<file path="config.mk">
export PLATFORM = sky130hd
export DESIGN_NAME = btn_event_decoder
export DESIGN_NICKNAME = d
export VERILOG_FILES = /design/src/rtl/btn_evt_pkg.sv /design/src/rtl/ms_tick.sv /design/src/rtl/btn_event_decoder.sv
export SDC_FILE = /design/constraint.sdc
export NUM_CORES = 1
export LEC_CHECK = 0
export CORE_MARGIN = 1.5
export CORE_UTILIZATION = 42
export CTS_BUF_LIST = sky130_fd_sc_hd__clkbuf_4 sky130_fd_sc_hd__clkbuf_8 sky130_fd_sc_hd__clkbuf_16
export DETAILED_ROUTE_END_ITERATION = 16
export HOLD_SLACK_MARGIN = 0.1
export REMOVE_ABC_BUFFERS = 1
export SYNTH_ARGS = -nofsm -noshare
export SYNTH_HDL_FRONTEND = slang
export SYNTH_SLANG_ARGS = --single-unit
export TNS_END_PERCENT = 1
</file>
<file path="constraint.sdc">
create_clock -name clk -period 2.54 [get_ports clk]
set_input_delay 0.381 -clock clk [delete_from_list [all_inputs] [get_ports clk]]
set_output_delay 0.381 -clock clk [all_outputs]
set_load 0.01 [all_outputs]
</file>
<file path="src/rtl/btn_evt_pkg.sv">
// Shared event codes, FSM state encoding and small helpers for btn_event_decoder.
package btn_evt_pkg;

    localparam logic [1:0] EVT_REPEAT = 2'b00;
    localparam logic [1:0] EVT_SINGLE = 2'b01;
    localparam logic [1:0] EVT_DOUBLE = 2'b10;
    localparam logic [1:0] EVT_LONG   = 2'b11;

    typedef enum logic [1:0] {
        ST_IDLE     = 2'b00,
        ST_PRESS1   = 2'b01,
        ST_GAP      = 2'b10,
        ST_WAIT_REL = 2'b11
    } state_t;

    function automatic int max3(input int a, input int b, input int c);
        int m;
        m = (a > b) ? a : b;
        return (m > c) ? m : c;
    endfunction

    // A new event may load when the slot is empty or being emptied this cycle.
    function automatic logic evt_can_load(input logic valid, input logic ready);
        return (~valid) | ready;
    endfunction

endpackage

</file>
<file path="src/rtl/ms_tick.sv">
// Millisecond prescaler with a saturating ms counter; clr restarts timing and
// counts the clearing cycle as the first prescaler step of the new interval.
module ms_tick #(
    parameter int TICK_DIV = 50000,
    parameter int CNT_W    = 16
) (
    input  logic             clk,
    input  logic             rst,
    input  logic             clr,
    output logic [CNT_W-1:0] ms_cnt
);

    localparam int               PW         = $clog2(TICK_DIV);
    localparam logic [PW-1:0]    PRESC_LAST = PW'(TICK_DIV - 1);
    localparam logic [CNT_W-1:0] CNT_MAX    = {CNT_W{1'b1}};

    logic [PW-1:0]    presc_r;
    logic [CNT_W-1:0] ms_cnt_r;
    logic             wrap_s;

    assign wrap_s = (presc_r == PRESC_LAST);

    // Prescaler and saturating ms counter; ms_cnt never wraps back to zero.
    always_ff @(posedge clk) begin
        if (rst) begin
            presc_r  <= {PW{1'b0}};
            ms_cnt_r <= {CNT_W{1'b0}};
        end else if (clr) begin
            presc_r  <= PW'(1);
            ms_cnt_r <= {CNT_W{1'b0}};
        end else if (wrap_s) begin
            presc_r <= {PW{1'b0}};
            if (ms_cnt_r != CNT_MAX) begin
                ms_cnt_r <= ms_cnt_r + CNT_W'(1);
            end else begin
                ms_cnt_r <= ms_cnt_r;
            end
        end else begin
            presc_r  <= presc_r + PW'(1);
            ms_cnt_r <= ms_cnt_r;
        end
    end

    assign ms_cnt = ms_cnt_r;

endmodule

</file>
<file path="src/rtl/btn_event_decoder.sv">
// Classifies debounced button presses into SINGLE / DOUBLE / LONG events on a
// valid/ready port. Define BTN_EVT_REPEAT_EN to add auto-repeat after LONG.
module btn_event_decoder
    import btn_evt_pkg::*;
#(
    parameter int TICK_DIV  = 50000,
    parameter int LONG_MS   = 1000,
    parameter int DCLICK_MS = 300,
    parameter int REPEAT_MS = 200,
    parameter int CNT_W     = 16
) (
    input  logic       clk,
    input  logic       rst,
    input  logic       pin_in,
    output logic       evt_valid,
    output logic [1:0] evt_code,
    input  logic       evt_ready,
    output logic       held,
    output logic       evt_drop
);

    localparam int               MAX_MS   = max3(LONG_MS, DCLICK_MS, REPEAT_MS);
    localparam logic [CNT_W-1:0] LONG_LIM = CNT_W'(LONG_MS);
    localparam logic [CNT_W-1:0] GAP_LIM  = CNT_W'(DCLICK_MS);

    generate
        if ((TICK_DIV < 2) || (longint'(MAX_MS) >= (longint'(1) << CNT_W))) begin : g_bad_cfg
            $error("btn_event_decoder: TICK_DIV below 2 or CNT_W too narrow for the ms limits");
        end
    endgenerate

    state_t           state_r;
    state_t           next_state_s;
    logic             pin_prev_r;
    logic             rise_s;
    logic             fall_s;
    logic [CNT_W-1:0] ms_cnt_s;
    logic             clr_s;
    logic             rep_clr_s;
    logic             emit_s;
    logic [1:0]       emit_code_s;
    logic             load_s;
    logic             long_hit_s;
    logic             gap_hit_s;
`ifdef BTN_EVT_REPEAT_EN
    localparam logic [CNT_W-1:0] REP_LIM = CNT_W'(REPEAT_MS);
    logic             long_seen_r;
    logic             rep_hit_s;
    assign rep_hit_s = (ms_cnt_s >= REP_LIM);
`endif

    assign rise_s     = pin_in & ~pin_prev_r;
    assign fall_s     = ~pin_in & pin_prev_r;
    assign long_hit_s = (ms_cnt_s >= LONG_LIM);
    assign gap_hit_s  = (ms_cnt_s >= GAP_LIM);

    ms_tick #(
        .TICK_DIV (TICK_DIV),
        .CNT_W    (CNT_W)
    ) u_ms_tick (
        .clk    (clk),
        .rst    (rst),
        .clr    (clr_s),
        .ms_cnt (ms_cnt_s)
    );

    // Next-state and event decision; edges take priority over timeouts.
    always_comb begin
        next_state_s = state_r;
        emit_s       = 1'b0;
        emit_code_s  = EVT_SINGLE;
        rep_clr_s    = 1'b0;
        case (state_r)
            ST_IDLE: begin
                if (rise_s) begin
                    next_state_s = ST_PRESS1;
                end else begin
                    next_state_s = ST_IDLE;
                end
            end
            ST_PRESS1: begin
                if (fall_s) begin
                    next_state_s = ST_GAP;
                end else if (long_hit_s) begin
                    next_state_s = ST_WAIT_REL;
                    emit_s       = 1'b1;
                    emit_code_s  = EVT_LONG;
                end else begin
                    next_state_s = ST_PRESS1;
                end
            end
            ST_GAP: begin
                if (rise_s) begin
                    next_state_s = ST_WAIT_REL;
                    emit_s       = 1'b1;
                    emit_code_s  = EVT_DOUBLE;
                end else if (gap_hit_s) begin
                    next_state_s = ST_IDLE;
                    emit_s       = 1'b1;
                    emit_code_s  = EVT_SINGLE;
                end else begin
                    next_state_s = ST_GAP;
                end
            end
            ST_WAIT_REL: begin
                if (fall_s) begin
                    next_state_s = ST_IDLE;
`ifdef BTN_EVT_REPEAT_EN
                end else if (long_seen_r && rep_hit_s) begin
                    next_state_s = ST_WAIT_REL;
                    emit_s       = 1'b1;
                    emit_code_s  = EVT_REPEAT;
                    rep_clr_s    = 1'b1;
`endif
                end else begin
                    next_state_s = ST_WAIT_REL;
                end
            end
            default: begin
                next_state_s = ST_IDLE;
            end
        endcase
    end

    assign clr_s  = rep_clr_s | (next_state_s != state_r);
    assign load_s = emit_s & evt_can_load(evt_valid, evt_ready);

    // State, edge history and the registered event port.
    always_ff @(posedge clk) begin
        if (rst) begin
            state_r    <= ST_IDLE;
            pin_prev_r <= 1'b1;
            held       <= 1'b0;
            evt_valid  <= 1'b0;
            evt_code   <= 2'b00;
            evt_drop   <= 1'b0;
`ifdef BTN_EVT_REPEAT_EN
            long_seen_r <= 1'b0;
`endif
        end else begin
            state_r    <= next_state_s;
            pin_prev_r <= pin_in;
            held       <= pin_in;
            evt_drop   <= emit_s & ~load_s;
            if (load_s) begin
                evt_valid <= 1'b1;
                evt_code  <= emit_code_s;
            end else if (evt_valid & evt_ready) begin
                evt_valid <= 1'b0;
                evt_code  <= evt_code;
            end else begin
                evt_valid <= evt_valid;
                evt_code  <= evt_code;
            end
`ifdef BTN_EVT_REPEAT_EN
            // Only a press that reached LONG may auto-repeat in WAIT_REL.
            if (state_r == ST_IDLE) begin
                long_seen_r <= 1'b0;
            end else if (emit_s && (emit_code_s == EVT_LONG)) begin
                long_seen_r <= 1'b1;
            end else begin
                long_seen_r <= long_seen_r;
            end
`endif
        end
    end

endmodule
</file>
Word-level counts from Yosys, hierarchy flattened
Index checks and enable logic that the tools add are counted.

Bits in latches: 0. Bits in read-only memories: 0. Output and inout bits: 5. Logic and storage cells: 53. Memory bits (writable): 0. Memories kept: 0. Bits of input ports: 4. Bits in registers: 40.

Reduce and logical (&&, ||, !) cells: 5. Add/sub/neg operators: 2. Equality and inequality tests: 6. $mul: 0. $lt $le $gt $ge: 2. Bitwise operators: 10. Shifts and indexed selects: 0. Muxes and demuxes: 19. Div/mod/pow operators: 0.

Operators with widths (count): 16-bit by 1-bit adder with 16-bit output, second input constant (2); 16-bit == test, second input constant (1); 16-bit by 10-bit >= comparator with 1-bit output, second input constant (1); 16-bit by 9-bit >= comparator with 1-bit output, second input constant (1); 16-bit inequality test, second input constant (1); 2-bit two-way mux (7); 1-bit two-way mux (9); 2-bit case mux with 4 select lines (1); 1-bit bitwise AND (5); 2-bit == test, second input constant (2); 1-bit inverter (4); 2-bit case mux with 2 select lines (1); 3-bit OR reduction (1); 2-bit by 1-bit == test with 1-bit output, second input constant (1); 2-bit logical NOT (1); 2-bit inequality test (1); 1-bit case mux with 2 select lines (1); 2-bit AND reduction (1); 2-bit nonzero test (1); 2-bit OR reduction (1); 1-bit bitwise OR (1).

Longest topological paths before layout
Gate-level depths: netlist (run 1).

Word-level depth: 7. Mapped depth: 9.

By module
A second synthesis (run 1) with hierarchy kept.

Cell total of the unflattened synthesis: 235. Area total of the unflattened synthesis: 2049.5 µm².

Modules (own cells, without submodules): ms_tick (area an instance 1507.7 µm², times used 1, cells an instance 172); btn_event_decoder (area an instance 541.8 µm², times used 1, cells an instance 63).

Worst setup path before layout (run 1)
Ideal clock, no wire load.

Kind: register -> register. From: register state_r[0]. To: register u_ms_tick.ms_cnt_r[12] (netlist: u_ms_tick.ms_cnt[12]). Setup slack: 353 ps. Cell stages (with the launch flop): 10. Period minus slack after synthesis: 2187 ps. Data required time: 2425 ps. Arrival: 2072 ps. Path through: dfxtp_1 -> inv_1 -> ha_1 -> and3b_1 -> a211o_1 -> a21o_1 -> a221o_1 -> o211ai_4 -> buf_6 -> nor2_2.

Cells in the longest elaborated chain, start to end: 4. Elaborated cells between the ends (all ways): 7. Those cells by class: eq/ne (4); mux (1); reduce/logical (2).

Ends and longest elaborated chain: start, declared (RTL line btn_event_decoder.sv:32) `state_t state_r;`; start signal, assigned (RTL line btn_event_decoder.sv:141) `state_r <= next_state_s;`; 2-bit == test (tied with other cells) (RTL line btn_event_decoder.sv:73) `case (state_r)`; 2-bit case mux with 4 select lines (RTL line btn_event_decoder.sv:73); 2-bit inequality test * (RTL line btn_event_decoder.sv:125) `assign clr_s = rep_clr_s | (next_state_s != state_r);`; 2-bit OR reduction (no source line) *; end signal, assigned (RTL line ms_tick.sv:34) `ms_cnt_r <= ms_cnt_r + CNT_W'(1);`; end signal, assigned (RTL line ms_tick.sv:36) `ms_cnt_r <= ms_cnt_r;`; end signal, assigned (RTL line ms_tick.sv:40) `ms_cnt_r <= ms_cnt_r;`; end, declared (RTL line ms_tick.sv:18) `logic [CNT_W-1:0] ms_cnt_r;`.

Mark *: on every way between the ends. The rest lies on a longest branch, timed or not. A chain may end at the register's enable or synchronous reset.

Worst setup path in the final report (run 1)
From: register state_r[0]. To: register u_ms_tick.ms_cnt_r[8] (netlist: u_ms_tick.ms_cnt[8]).

Same word-level chain as after synthesis.

==> out/qor.csv, run 1 <==
metric,value,unit
status,finished clean,
grt_pass1_wl,6.64,mm
r2r_end,u_ms_tick.ms_cnt[8],
arrival,2450,ps
synth_area_leaders,"dfxtp_1, nor2_2, xor2_1",
yosysWarnings,0,
cts.repair.resized,0,
timing.final.hold_violations,0,
cp-start-kind,flop,
fin_crit_sh,0.892,
worst_pin_slew,486,ps
wl_met2,1.70,mm
critPathRequiredTime,2730,ps
ys_top_cells_by_count,"dfxtp_1, nor2_2, nand2_1",
n_antenna_cell,0,
hp-start,evt_valid,
maxCapViolCount,0,
num_io_pins,9,
dieArea,5570,um^2
critical_path.startpoint,state_r[0],
clk_pin_slew,80,ps
grt_max_degree,17,
tns,0,ps
r2r-start,state_r[0],
gr-total-overflow,0,
met1_length,2.05,mm
drc,0,
irDropWorstVdd,0.252,mV
drtIter0Drc,58,
syn_avg_cell_area,8.91,um^2
grt_pass1_vias,1538,
num_vias,1636,
antenna_found_initial,0,
skew,5.01,ps
critPathMaxFanout,16,
via_per_inst,5.00,
final_max_slew_viol_count,0,
fp.dieH,74.7,um
syn2layout_area_growth,14.6,%
hold_buffers,0,
netlist.area_leader.share,0.371,
track_usage,0.156,
dr_wl_met3,82,um
yosys_most_used_dff,dfxtp_1,
fmax,0.441,GHz
cts_tree,built,
r2r_cells,9,
cts-root-buf,clkbuf_8,
cp-end-kind,flop,
io_buffers,8,
synth.distinct_cells,46,
r2r_slack,270,ps
finalCriticalPeriod,2270,ps
hold_path.class,reg -> reg,
totalWireLength,3.91,mm
cts_buffers,5,
rsz0062_at_grt,no,
whs_endpoint,evt_drop,
critPathKind,reg -> reg,
hold_path_depth,2,
die_w,74.7,um
ys_seq_elements,40,
wl_per_cell,12.0,um
fin_nets,270,
postCtsSetupBuffers,0,
coreArea,4850,um^2
top_layer,met4,
async_flop_share,0,
clkSinkCount,40,
drive_gt1_frac,0.208,
relSlewSlack,0.672,
post-dp-hpwl,2.84,mm
dr.pass1.iters,4,
ant_nets,0,
p_leak,0.868,nW
clk_latency,290,ps
synth_edf_count,0,
rows,25,
p_per_area,517,nW/um^2
netlist_area,2160,um^2
htree_num_levels,2,
synth_most_common_cell,dfxtp_1,
power,1.28,mW
ys_seq_area_frac,0.371,
place.gp.congestion,0.897,
fillers,456,
yosysTopAreaCell,dfxtp_1,
utilization,0.510,
setup_viol,0,
initial_utilization,0.445,
synth_cells,242,
clock_path_buffers,2,
==> layout make-up <==
| class | instances | area, um^2 | share of cell area |
|---|---|---|---|
| Clock buffer | 7 | 96.3 | 0.0390 |
| Multi-Input combinational cell | 190 | 1270 | 0.515 |
| Inverter | 6 | 22.5 | 0.00911 |
| Timing Repair Buffer | 16 | 165 | 0.0668 |
| Tap cell | 67 | 83.8 | 0.0339 |
| Sequential cell | 40 | 801 | 0.324 |
| Clock inverter | 1 | 30.0 | 0.0121 |
==> flip-flops by register name (all words and copies together), names as in the netlist <==
| signal | count |
|---|---|
| state_r | 2 |
| u_ms_tick.presc_r | 16 |
| u_ms_tick.ms_cnt | 16 |
| evt_code | 2 |
| pin_prev_r | 1 |
| held | 1 |
| evt_valid | 1 |
| evt_drop | 1 |
==> layer usage <==
| metal | vias to the layer above | global-route usage |
|---|---|---|
| met2 | 15 | 0.234 |
| met4 | 0 | 0.0808 |
| met3 | 7 | 0.0375 |
| li1 | 863 | - |
| met5 | - | 0 |
| met1 | 751 | 0.210 |
==> critical path, stage by stage, from the launching register on <==
cell	delay (ps)
dfxtp_1	450
inv_1	90
ha_1	210
and3b_1	180
a211o_1	250
a21o_1	160
a221o_1	310
o211ai_4	250
buf_12	200
nor2_1	60
==> power by group <==
part / leakage [nW] / total (mW) / switching [mW] / internal (mW)
clock network: 0.0645 / 0.571 / 0.224 / 0.347
registers: 0.323 / 0.639 / 0.00600 / 0.633
logic: 0.480 / 0.0697 / 0.0385 / 0.0312
==> cell usage in the layout (no fill, tap or decap), types with 3 or more instances in the layout <==
cell	n
buf_4	6
and3_1	5
xor2_1	18
clkdlybuf4s50_1	8
nor3_1	3
clkbuf_8	7
dfxtp_1	40
and2_1	3
nand4_1	11
ha_1	7
nor2_2	30
xnor2_1	11
nor2b_1	5
inv_1	6
nand2b_1	3
a21oi_1	3
nand2_1	23
nand3_1	13
nor2_1	22
==> cells by family (layout without fill, tap and decap cells) <==
group | count (synthesis) | count (layout) | synth area share
buf+inv | 12 | 30 | 0.0383
flops | 40 | 40 | 0.371
simple gates | 130 | 130 | 0.331
xor+xnor | 30 | 30 | 0.125
compound gates | 23 | 23 | 0.0940
fa+ha+maj | 7 | 7 | 0.0406
==> how the worst max path moves through the flow <==
stage                            to  slack, ps  cells after the start
6_report        u_ms_tick.ms_cnt[8]        270                      9
5_1_grt        u_ms_tick.ms_cnt[10]        170                      6
4_1_cts         u_ms_tick.ms_cnt[2]        270                      9
3_5_place_dp    u_ms_tick.ms_cnt[8]        120                      8
3_3_place_gp    u_ms_tick.ms_cnt[8]        170                      8
2_1_floorplan   u_ms_tick.ms_cnt[8]       -120                      8
==> per-stage QoR <==
step	cell area, um^2	std cells	hold slack (ps)	worst slack [ps]
floorplan	2100	236	450	-123
global placement	2350	319	487	167
detailed placement	2350	319	494	115
CTS	2470	327	506	270
global route	2470	327	544	165
finish	2470	327	498	275
(Power assumes the default switching activity.)
==> inputs of run 2 (changes only) <==
- CORE_ASPECT_RATIO: unset -> 0.8
==> run 2 against run 1 <==
Against the previous run: maximum frequency up 0.52%; final area shrank 2.4%; highest routed layer unchanged; utilization fell by 2.5 points.
==> out/qor.csv, run 2 (synthesized netlist as in run 1, its figures left out) <==
metric,value,unit,change
timing.final.hold_violations,0,,unchanged
cp-start-kind,flop,,unchanged
status,finished clean,,unchanged
critPathKind,reg -> reg,,unchanged
tns,0,ps,unchanged
grt_max_degree,32,,was 17
final_max_slew_viol_count,0,,unchanged
setup_viol,0,,unchanged
clkSinkCount,40,,unchanged
track_usage,0.156,,about the same
gr-total-overflow,0,,unchanged
cts_buffers,5,,unchanged
die_w,83.1,um,was 74.7 um
cts_tree,built,,unchanged
fin_nets,269,,was 270
utilization,0.485,,was 0.510
post-dp-hpwl,2.81,mm,was 2.84 mm
htree_num_levels,2,,unchanged
totalWireLength,3.98,mm,was 3.91 mm
rows,23,,was 25
critPathRequiredTime,2730,ps,about the same
p_leak,0.846,nW,was 0.868 nW
num_vias,1642,,was 1636
via_per_inst,5.12,,was 5.00
syn2layout_area_growth,11.8,%,was 14.6%
skew,11.6,ps,was 5.01 ps
antenna_found_initial,0,,unchanged
fin_ws,286,ps,was 275 ps
ant_nets,0,,unchanged
fmax,0.444,GHz,was 0.441 GHz
relSlewSlack,0.603,,was 0.672
num_io_pins,9,,unchanged
critPathMaxFanout,31,,was 16
wl_per_cell,12.4,um,was 12.0 um
hold_buffers,0,,unchanged
dieArea,5580,um^2,was 5570 um^2
drtIter0Drc,59,,was 58
grt_pass1_vias,1514,,was 1538
arrival,2440,ps,was 2450 ps
drive_gt1_frac,0.205,,was 0.208
p_per_area,476,nW/um^2,was 517 nW/um^2
clk_pin_slew,80,ps,about the same
fin_crit_sh,0.887,,was 0.892
irDropWorstVdd,0.266,mV,was 0.252 mV
power,1.15,mW,was 1.28 mW
place.gp.congestion,0.835,,was 0.897
drc,0,,unchanged
final_cell_mix,"dfxtp_1, nor2_2, nand2_1",,unchanged
hold_path.class,reg -> reg,,unchanged
grt_pass1_wl,6.82,mm,was 6.64 mm
n_antenna_cell,0,,unchanged
maxCapViolCount,0,,unchanged
cp-end-kind,flop,,unchanged
finalCriticalPeriod,2250,ps,was 2270 ps
cts.repair.resized,0,,unchanged
postCtsSetupBuffers,0,,unchanged
dr.pass1.iters,4,,unchanged
worst_pin_slew,580,ps,was 486 ps
fp.dieH,67.1,um,was 74.7 um
io_buffers,8,,unchanged
cts-root-buf,clkbuf_8,,unchanged
final_common_cell,dfxtp_1,,unchanged
clock_path_buffers,2,,unchanged
rsz0062_at_grt,no,,unchanged
dp_slack,187,ps,was 115 ps
coreArea,4980,um^2,was 4850 um^2
initial_utilization,0.433,,was 0.445
clk_latency,300,ps,was 290 ps
==> run 2: final timing paths <==
| kind | depth (start not counted) | endpoint | from | slack [ps] |
|---|---|---|---|---|
| worst max-delay path | 9 | u_ms_tick.ms_cnt[8] | state_r[0] | 290 |
| worst min-delay path | 2 | evt_drop | evt_valid | 500 |
| worst max register to register | 9 | u_ms_tick.ms_cnt[8] | state_r[0] | 290 |
| worst min register to register | 2 | evt_drop | evt_valid | 500 |
==> run 2: area by class of cell <==
| cell class | count | area, um^2 |
|---|---|---|
| Fill cell | 482 | 2570 |
| Tap cell | 62 | 77.6 |
| Inverter | 6 | 22.5 |
| Timing Repair Buffer | 15 | 145 |
| Sequential cell | 40 | 801 |
| Clock buffer | 6 | 82.6 |
| Multi-Input combinational cell | 190 | 1270 |
| Clock inverter | 2 | 10.0 |
==> run 2: metal layers <==
metal / wire length [um] / global-route usage / vias up
met5: 0 / 0 / -
met4: 90 / 0.0813 / 0
met3: 123 / 0.0335 / 8
met2: 1630 / 0.232 / 19
met1: 2140 / 0.213 / 752
li1: - / - / 863
==> run 2: worst max-delay path, cell delays in order (launching register included) <==
cell	delay [ps]
dfxtp_1	430
inv_1	90
ha_1	210
and3b_1	180
a211o_1	250
a21o_1	160
a221o_1	300
o211ai_4	190
buf_12	260
nor2_1	70
==> run 2: stage by stage <==
step,area (um^2),hold slack [ps],instances
finish,2410,504,321
global route,2410,539,321
CTS,2410,505,321
detailed placement,2320,486,313
global placement,2320,494,313
floorplan,2100,450,236
==> run 2: power by group <==
group	total, mW	switching, mW	internal [mW]
Clock	0.443	0.227	0.217
Combinational	0.0653	0.0376	0.0276
Sequential	0.639	0.00562	0.633
Total	1.15	0.270	0.877
==> inputs of run 3 (changes only) <==
- CORE_UTILIZATION: 42 -> 50
- GPL_TIMING_DRIVEN: unset -> 0
- PLACE_DENSITY: unset -> 0.68
==> run 3 against run 2 <==
Against the previous run: global-route usage up 3.9 points; register-to-register slack worse by 50 ps; critical path depth shrank 1; routed wire length increased by 5.3%; clock power increased by 4.5%; critical path type is now in -> reg; highest routed layer unchanged.
==> out/qor.csv, run 3 (synthesized netlist as in run 1, its figures left out) <==
metric,value,unit,change
status,finished clean,,unchanged
wl_per_cell,13.4,um,was 12.4 um
skew,6.06,ps,was 11.6 ps
place.gp.congestion,0.758,,was 0.835
worst_pin_slew,756,ps,was 580 ps
clk_pin_slew,70,ps,was 80 ps
clkSinkCount,40,,unchanged
path_cells,clkdlybuf4s50_1 -> and3b_1 -> a211o_1 -> a21o_1 -> a221o_1 -> o211ai_4 -> buf_12 -> nor2_1,,was inv_1 -> ha_1 -> and3b_1 -> a211o_1 -> a21o_1 -> a221o_1 -> o211ai_4 -> buf_12 -> nor2_1
critical_path.startpoint,pin_in,,was state_r[0]
cts-root-buf,clkbuf_8,,unchanged
clk_latency,290,ps,was 300 ps
place_inst,301,,was 313
rsz0062_at_grt,no,,unchanged
finalCriticalPeriod,2320,ps,was 2250 ps
critical-path-top-delay-family,compound AO/OA/AOI/OAI gates,,unchanged
cts_buffers,5,,unchanged
p_leak,0.832,nW,was 0.846 nW
holdWs,503,ps,was 504 ps
drc,0,,unchanged
die_w,76.4,um,was 83.1 um
final_cells,312,,was 321
cp-end-kind,flop,,unchanged
fin_nets,265,,was 269
rows,21,,was 23
drive_gt1_frac,0.204,,was 0.205
critPathKind,in -> reg,,was reg -> reg
grt_pass1_wl,7.08,mm,was 6.82 mm
crit_slowest_cell,clkdlybuf4s50_1,,was dfxtp_1
num_io_pins,9,,unchanged
via_per_inst,5.29,,was 5.12
fp.dieH,61.7,um,was 67.1 um
fillers,394,,was 482
n_antenna_cell,0,,unchanged
hp-start,evt_valid,,unchanged
gr-total-overflow,0,,unchanged
grt_pass1_vias,1506,,was 1514
ant_nets,0,,unchanged
hold_buffers,0,,unchanged
dieArea,4720,um^2,was 5580 um^2
post-dp-hpwl,2.72,mm,was 2.81 mm
initial_utilization,0.520,,was 0.433
final_max_slew_viol_count,0,,unchanged
grt_max_degree,17,,was 32
p_per_area,486,nW/um^2,was 476 nW/um^2
final_common_cell,dfxtp_1,,unchanged
critPathRequiredTime,2730,ps,about the same
irDropWorstVdd,0.229,mV,was 0.266 mV
cp-start-kind,input port,,was flop
dr.pass1.iters,4,,unchanged
syn2layout_area_growth,12.1,%,was 11.8%
maxCapViolCount,0,,unchanged
postPlaceCellArea,2250,um^2,was 2320 um^2
coreArea,4150,um^2,was 4980 um^2
antenna_found_initial,0,,unchanged
drtIter0Drc,93,,was 59
hold_path.class,reg -> reg,,unchanged
fmax,0.431,GHz,was 0.444 GHz
stdcell_area,2420,um^2,was 2410 um^2
critPathMaxFanout,16,,was 31
final_cell_mix,"dfxtp_1, nor2_2, nand2_1",,unchanged
num_vias,1651,,was 1642
relSlewSlack,0.495,,was 0.603
fin_crit_sh,0.913,,was 0.887
timing.final.hold_violations,0,,unchanged
io_buffers,8,,unchanged
arrival,2510,ps,was 2440 ps
setup_viol,0,,unchanged
track_usage,0.194,,was 0.156
clock_path_buffers,2,,unchanged
totalWireLength,4.19,mm,was 3.98 mm
htree_num_levels,2,,unchanged
r2r-start,state_r[0],,unchanged
cpPeakStageDelay,520,ps,was 430 ps
cts_tree,built,,unchanged
crit_buf_inv,2,,unchanged
run 3: worst paths after layout:
check | end | depth (start not counted) | slack, ps
worst max-delay path | u_ms_tick.ms_cnt[8] | 8 | 220
worst min-delay path | evt_drop | 2 | 500
worst max register to register | u_ms_tick.ms_cnt[8] | 9 | 240
worst min register to register | evt_drop | 2 | 500
run 3: what timing repair did:
action                     CTS  global route
setup buffers                1             1
resized for setup            5             0
setup endpoints to repair   31            15
cloned                       1             0
pin swaps                    2             1
run 3: layout make-up:
class | count | area [um^2] | area share
Clock buffer | 8 | 97.6 | 0.0404
Multi-Input combinational cell | 191 | 1300 | 0.539
Sequential cell | 40 | 805 | 0.333
Timing Repair Buffer | 10 | 120 | 0.0497
Inverter | 6 | 22.5 | 0.00931
Tap cell | 57 | 71.3 | 0.0295
run 3: power breakdown:
group          internal, mW  switching, mW  total, mW  leakage, nW
combinational        0.0317         0.0429     0.0746        0.455
sequential            0.632        0.00578      0.638        0.324
clock                 0.243          0.220      0.463       0.0523
total                 0.907          0.269       1.18        0.832
run 3: metal layers:
metal | global-route usage | wire (um)
met5 | 0 | 0
met4 | 0.0582 | 36
met3 | 0.0540 | 146
met2 | 0.311 | 1820
met1 | 0.262 | 2180
run 3: through the flow:
stage | setup slack (ps) | TNS [ps] | power (mW) | util
floorplan | -123 | -2610 | 0.693 | -
global placement | -694 | -19810 | 0.710 | 0.542
detailed placement | -703 | -20330 | 0.711 | 0.542
CTS | 2.33 | 0 | 1.18 | 0.578
global route | 50.0 | 0 | 1.22 | 0.583
finish | 221 | 0 | 1.18 | 0.583
run 3: worst reg2reg max path: cells and delay by family (launching register included):
| family | cells | cell delay, ps |
|---|---|---|
| AO/OA/AOI/OAI | 4 | 1090 |
| adder cells (fa/ha/maj) | 1 | 220 |
| buffers and inverters | 2 | 260 |
| flip-flops | 1 | 380 |
| AND/OR/NAND/NOR | 2 | 250 |
